**src/rtl/inst_fetcher.sv**
```systemverilog
// inst_fetcher: single-outstanding instruction fetch FSM feeding a small instruction queue
module inst_fetcher #(
   parameter int          QUEUE_DEPTH = 4,
   parameter logic [31:0] RESET_PC    = 32'h0
) (
   input  logic        clk_in,
   input  logic        rst_in,
   input  logic        rdy_in,
   input  logic        rob_clear_up,
   input  logic [31:0] rob_new_pc,
   input  logic        dec_redirect,
   input  logic [31:0] dec_new_pc,
   output logic        should_fetch,
   output logic [31:0] pc,
   input  logic        inst_ready,
   input  logic [31:0] inst,
   input  logic        dec_ready,
   output logic        inst_valid,
   output logic [31:0] inst_out,
   output logic [31:0] inst_pc
);
   localparam int AW = $clog2(QUEUE_DEPTH);
   localparam int CW = AW + 1;
   localparam logic [CW-1:0] DEPTH_C = CW'(QUEUE_DEPTH);
   typedef enum logic [1:0] {IDLE, FETCH, DROP} state_t;
   state_t state, state_nxt;
   logic [31:0] fetch_pc, fetch_nxt, pc_nxt, target;
   logic should_fetch_nxt, redirect, push, pop;
   logic [63:0] mem [QUEUE_DEPTH];
   logic [AW-1:0] head, tail;
   logic [CW-1:0] count;
   assign redirect = rob_clear_up | dec_redirect;
   assign target = rob_clear_up ? rob_new_pc : dec_new_pc;
   assign inst_valid = count != '0;
   assign pop = inst_valid & dec_ready;
   assign inst_out = inst_valid ? mem[head][63:32] : '0;
   assign inst_pc = inst_valid ? mem[head][31:0] : '0;
   always_comb begin
      state_nxt = state;
      fetch_nxt = redirect ? target : fetch_pc;
      should_fetch_nxt = should_fetch;
      pc_nxt = pc;
      push = 1'b0;
      case (state)
         IDLE: if (!redirect && count < DEPTH_C) begin
            state_nxt = FETCH;
            should_fetch_nxt = 1'b1;
            pc_nxt = fetch_pc;
         end
         FETCH: if (inst_ready) begin
            state_nxt = IDLE;
            should_fetch_nxt = 1'b0;
            push = !redirect;
            fetch_nxt = redirect ? target : pc + 32'd4;
         end else if (redirect) begin
            state_nxt = DROP;
         end
         DROP: if (inst_ready) begin
            state_nxt = IDLE;
            should_fetch_nxt = 1'b0;
         end
         default: state_nxt = IDLE;
      endcase
   end
   always_ff @(posedge clk_in) begin
      if (rst_in) begin
         state <= IDLE;
         fetch_pc <= RESET_PC;
         should_fetch <= 1'b0;
         pc <= RESET_PC;
         head <= '0;
         tail <= '0;
         count <= '0;
      end else if (rdy_in) begin
         state <= state_nxt;
         fetch_pc <= fetch_nxt;
         should_fetch <= should_fetch_nxt;
         pc <= pc_nxt;
         // a redirect flushes the queue and overrides any concurrent push/pop
         if (redirect) begin
            head <= '0;
            tail <= '0;
            count <= '0;
         end else begin
            if (push) tail <= tail + 1'b1;
            if (pop) head <= head + 1'b1;
            count <= count + CW'(push) - CW'(pop);
         end
      end
   end
   always_ff @(posedge clk_in) begin
      if (!rst_in && rdy_in && push) mem[tail] <= {inst, pc};
   end
endmodule

```
**config.mk**
```make
export PLATFORM = sky130hd
export DESIGN_NAME = inst_fetcher
export DESIGN_NICKNAME = d
export VERILOG_FILES = /design/src/rtl/inst_fetcher.sv
export SDC_FILE = /design/constraint.sdc
export NUM_CORES = 1
export LEC_CHECK = 0
export CAP_MARGIN = 10
export CELL_PAD_IN_SITES_DETAIL_PLACEMENT = 1
export CELL_PAD_IN_SITES_GLOBAL_PLACEMENT = 1
export CORE_MARGIN = 5
export CORE_UTILIZATION = 50
export CTS_BUF_LIST = sky130_fd_sc_hd__clkbuf_8
export DETAILED_ROUTE_END_ITERATION = 12
export PLACE_DENSITY = 0.95
export SLEW_MARGIN = 10
export SYNTH_ARGS = -nofsm -noshare
export SYNTH_HDL_FRONTEND = slang
export SYNTH_SLANG_ARGS = --single-unit
```
**constraint.sdc**
```tcl
create_clock -name clk_in -period 8.7 [get_ports clk_in]
set_clock_uncertainty 0.05 [all_clocks]
set_input_delay 2.61 -clock clk_in [delete_from_list [all_inputs] [get_ports clk_in]]
set_output_delay 2.61 -clock clk_in [all_outputs]
set_load 0.01 [all_outputs]
```
==> After elaboration in Yosys (flattened, before gate mapping) <==
Memory sizes are Yosys's and may differ from the RTL's. A register that Yosys moved wholly into a read port is not among the register bits.
Index checks and enable logic that the tools add are counted.
{ "totals": {"register_bits": 74, "mem_bits_rw": 256, "in_bits": 103, "out_inout_bits": 98, "wordCells": 64, "n_memories": 1} }
{ "memory_table": {"columns": ["name", "words", "width", "rd", "rd_clocked_by_memory_dff", "write_ports", "line", "rtl"], "rows": [
  ["mem", 4, 64, 1, 1, 1, "29", "logic [63:0] mem [QUEUE_DEPTH];"]
]} }
{ "op_classes": {"add_sub_neg": 5, "magnitude_cmp": 1, "n_eq_ne": 6, "mux": 26, "bitwise": 2, "reduce_logical": 16} }
{ "ops": {"columns": ["operator", "count"], "rows": [
  ["two-way mux 32 bit", 7],
  ["adder 32 x 3 -> 32 bit, second input constant", 1],
  ["two-way mux 2 bit", 10],
  ["AND reduction 4 bit", 2],
  ["two-way mux 1 bit", 6],
  ["case mux 2 bit (3 select lines)", 1],
  ["nonzero test 2 bit", 3],
  ["adder 2 x 1 -> 2 bit, second input constant", 2],
  ["!= test 2 bit, second input constant", 2],
  ["AND reduction 2 bit", 2],
  ["adder 3 x 1 -> 3 bit", 1],
  ["logical AND 1 bit", 3],
  ["less-than comparator 3 bit, second input constant", 1],
  ["two-way mux 3 bit", 1],
  ["!= test 3 bit, second input constant", 1],
  ["AND reduction 3 bit", 1],
  ["nonzero test 3 bit", 1],
  ["subtractor 3 x 1 -> 3 bit", 1],
  ["== test 2 x 1 -> 1 bit, second input constant", 1],
  ["== test 2 bit, second input constant", 1],
  ["logical NOT 1 bit", 2],
  ["logical NOT 2 bit", 1],
  ["!= test 2 x 1 -> 1 bit, second input constant", 1],
  ["case mux 1 bit (2 select lines)", 1],
  ["3 further kinds", 3]
]} }

==> Depth between registers and ports, before layout <==
{ "depth": {"word_depth": 7, "depth_mapped": 12, "mapped_depth_nobuf": 11} }

==> Worst setup path after synthesis <==
Ideal clock, no wire load.
{ "synth_path": {"path_kind": "in2reg", "startpoint": "input port dec_redirect", "endpoint": "memory mem[0][0], enable pin", "setup_ns": 0.429, "arrival_ns": 5.079, "required_time_ns": 8.221, "slack_ns": 3.142, "cell_stages": 5, "n_path_buf": 3, "cell_sequence": "buf_2 > nor4bb_1 > clkbuf_1 > buf_2 > and3_1"} }
{ "synth_via": {"elab_chain_len": 7} }
{ "synth_rtl": {"columns": ["element", "line", "rtl"], "rows": [
  ["from (decl)", "11", "input logic dec_redirect,"],
  ["OR 1 bit", "32", "assign redirect = rob_clear_up | dec_redirect;"],
  ["logical NOT 1 bit", "53", "push = !redirect;"],
  ["two-way mux 1 bit", "50", "FETCH: if (inst_ready) begin"],
  ["two-way mux 1 bit", "44", "case (state)"],
  ["logical AND 1 bit", "92", "if (!rst_in && rdy_in && push) mem[tail] <= {inst, pc};"],
  ["two-way mux 1 bit", "92", null],
  ["two-way mux 1 bit (not written as such)", "92", null],
  ["to (decl)", "29", null]
]} }
No other way between the ends.

==> impl_metrics.yaml <==
run_status:
  status: "complete, no violations"
worst_hold_path:
  min_path_type: "flop to flop"
die:
  core_area_sq_um: 27600
  dieHeight_microns: 177
  num_rows: 61
  io_pins: 201
  fp.dieW_microns: 177
  dieArea_sq_um: 31300
  initial_core_util_pct: 50.4
job:
  maxCapViolations: 0
grt:
  grt_antenna_before_repair: 0
  grt_pass1_vias: 10112
  grt_max_degree: 72
  overflow: 0
  track_usage_pct: 24.6
  grt_first_pass_wirelength_mm: 59.0
cells_and_area:
  multi_input_area_sq_um: 4420
  antenna_cells: 0
  fillers: 2621
  area_delta_synth_final_pct: 23.9
  regArea_sq_um: 9220
  final_cell_mix: "edfxtp_1 (256), clkdlybuf4s50_1 (199), nand2_1 (100)"
  nets: 1264
  fin_area_sq_um: 17300
  drive_above_1_share_pct: 14.8
  final_common_cell: "edfxtp_1"
critical_path:
  crit_fanout: 38
  worst_setup_path_end_kind: "output port"
  worstPathArrival_ns: 3.35
  crit_type: "flop to output port"
  critPathRequiredTime_ns: 6.04
  startpoint_type: "flop"
sta:
  fin_tns_setup_ns: 0
  max_freq_ghz: 0.166
  fin_crit_sh_pct: 69.1
  relSlewSlack_pct: 21.9
  min_period_ns: 6.01
  fin_ws_ns: 2.69
  whs_ns: 0.414
  rsz0062_at_grt: "false"
  hold_viol: 0
  slew_viol_final: 0
  setup_viol: 0
  worst_slew_pin_slew_ns: 1.17
route:
  vias: 9219
  wire_per_inst_microns: 24.6
  antenna_left: 0
  routed_wl_mm: 38.4
  drt_iter0_markers: 781
  avgViaCountPerCell: 5.90
  drt_pass1_iterations: 6
  drc: 0
cts:
  numCtsBuffers: 51
  cts-root-buf: "clkbuf_8"
  postCtsHoldBufs: 0
  cts_tree: "built"
  htreeDepth: 2
  post-cts-setup-buffers: 0
  cts_sinks: 332
  clock_latency_ns: 0.57
  cts_resized: 0
  clk_pin_slew_worst_paths_ns: 0.07
  cts_max_path_buffers: 3
synthesis:
  postSynthAreaPerCell_sq_um: 14.7
  synth-edff-count: 256
  yosys.area.top_type_share_pct: 55.2
  synth_ff_type: "edfxtp_1"
  syn-cell-area_sq_um: 13900
  synth_area_leaders: "edfxtp_1 (55%), dfxtp_1 (11%), mux4_2 (10%)"
  ys_seq_area_share_pct: 66.1
  synth_fp_nets: 1061
  synthCells: 946
  synth_top_area_cell: "edfxtp_1"
  yosysWarnings: 0
  async_flop_share_pct: 0
  ys_ff_latch: 332
  ys_types: 66
placed_design:
  post-dp-hpwl_mm: 25.1
  routabilityCongestion: 0.845
  placed_area_sq_um: 16300
  place_ws_ns: 2.86
  io_buffers: 200
power:
  vdd_drop_max_v: 0.0000884
  power.total_uw: 3150
  powerDensity_nw_per_um2: 183
  p_leak_uw: 0.00558
[layout make-up]
type / instances / area share (%)
multi-input cells: 534 / 25.6
flip-flops and latches: 332 / 53.4
well taps: 378 / 2.74
clock buffers: 59 / 4.71
repair buffers: 211 / 12.1
clock inverters: 30 / 1.07
inverters: 19 / 0.413
[worst max-delay path: stages, from the launching register on]
cell and delay (ns):
dfxtp_4 0.89, buf_4 0.59, mux4_2 0.58, and2_1 0.20, clkdlybuf4s50_1 0.50
[per-stage QoR]
step	utilization [%]	std cells
2_1_floorplan	-	946
3_3_place_gp	58.8	1474
3_5_place_dp	58.8	1474
4_1_cts	62.5	1563
5_1_grt	62.5	1563
6_report	62.5	1563
[report_power, final]
part | internal (uW) | switching, uW
combinational | 74.7 | 78.7
sequential | 1710 | 15.7
clock | 677 | 597
[synthesized netlist by cell type (all sizes together), types with 2 or more instances]
| cell type | number |
|---|---|
| edfxtp | 256 |
| a221o | 2 |
| mux2i | 6 |
| nor3 | 14 |
| xor2 | 7 |
| a211oi | 12 |
| a31oi | 4 |
| nand4 | 9 |
| nor2 | 40 |
| nand3 | 12 |
| and4 | 2 |
| a22o | 7 |
| dfxtp | 76 |
| a221oi | 7 |
| ha | 11 |
| o22ai | 7 |
| buf | 17 |
| o31a | 2 |
| a222oi | 6 |
| a22oi | 14 |
| and3 | 9 |
| a41oi | 2 |
| a21boi | 2 |
| and2 | 68 |
| clkbuf | 44 |
| nor2b | 5 |
| o21ai | 24 |
| a21oi | 44 |
| nand2 | 100 |
| or2 | 2 |
| o221ai | 3 |
| nand2b | 6 |
| nor4 | 11 |
| inv | 19 |
| xnor2 | 16 |
| mux4 | 64 |
[per-layer routing]
layer	wire length, microns	vias to the layer above	track usage, %
li1	-	4010	-
met1	15000	4667	31.6
met2	19300	437	41.6
met3	2780	105	5.11
met4	1330	0	8.93
met5	0	-	0
[flip-flops by register name, summed over array words and instances, names as in the netlist, named ones only]
signal        flops
head              2
should_fetch      1
mem             256
tail              2
count             3
fetch_pc         32
state             2
pc               32
[final timing paths]
kind,endpoint,depth (start not counted),start,slack (ns)
setup / recovery,inst_pc[1],4,flop,2.69
hold / removal,pc[22],2,fetch_pc[22],0.41
setup reg to reg,count[2],11,count[1],5.17
hold reg to reg,pc[22],2,fetch_pc[22],0.41
[cell families after synthesis]
logic type	after synthesis	synth area share [%]
and+or+nand+nor	284	11.0
xor gates and xnor gates	23	1.45
buffers and inverters	80	2.43
adders and majority gates	12	1.13
muxes	70	10.8
AOI/OAI and AO/OA	145	7.08
DFF	332	66.1
(Power assumes the default switching activity.)
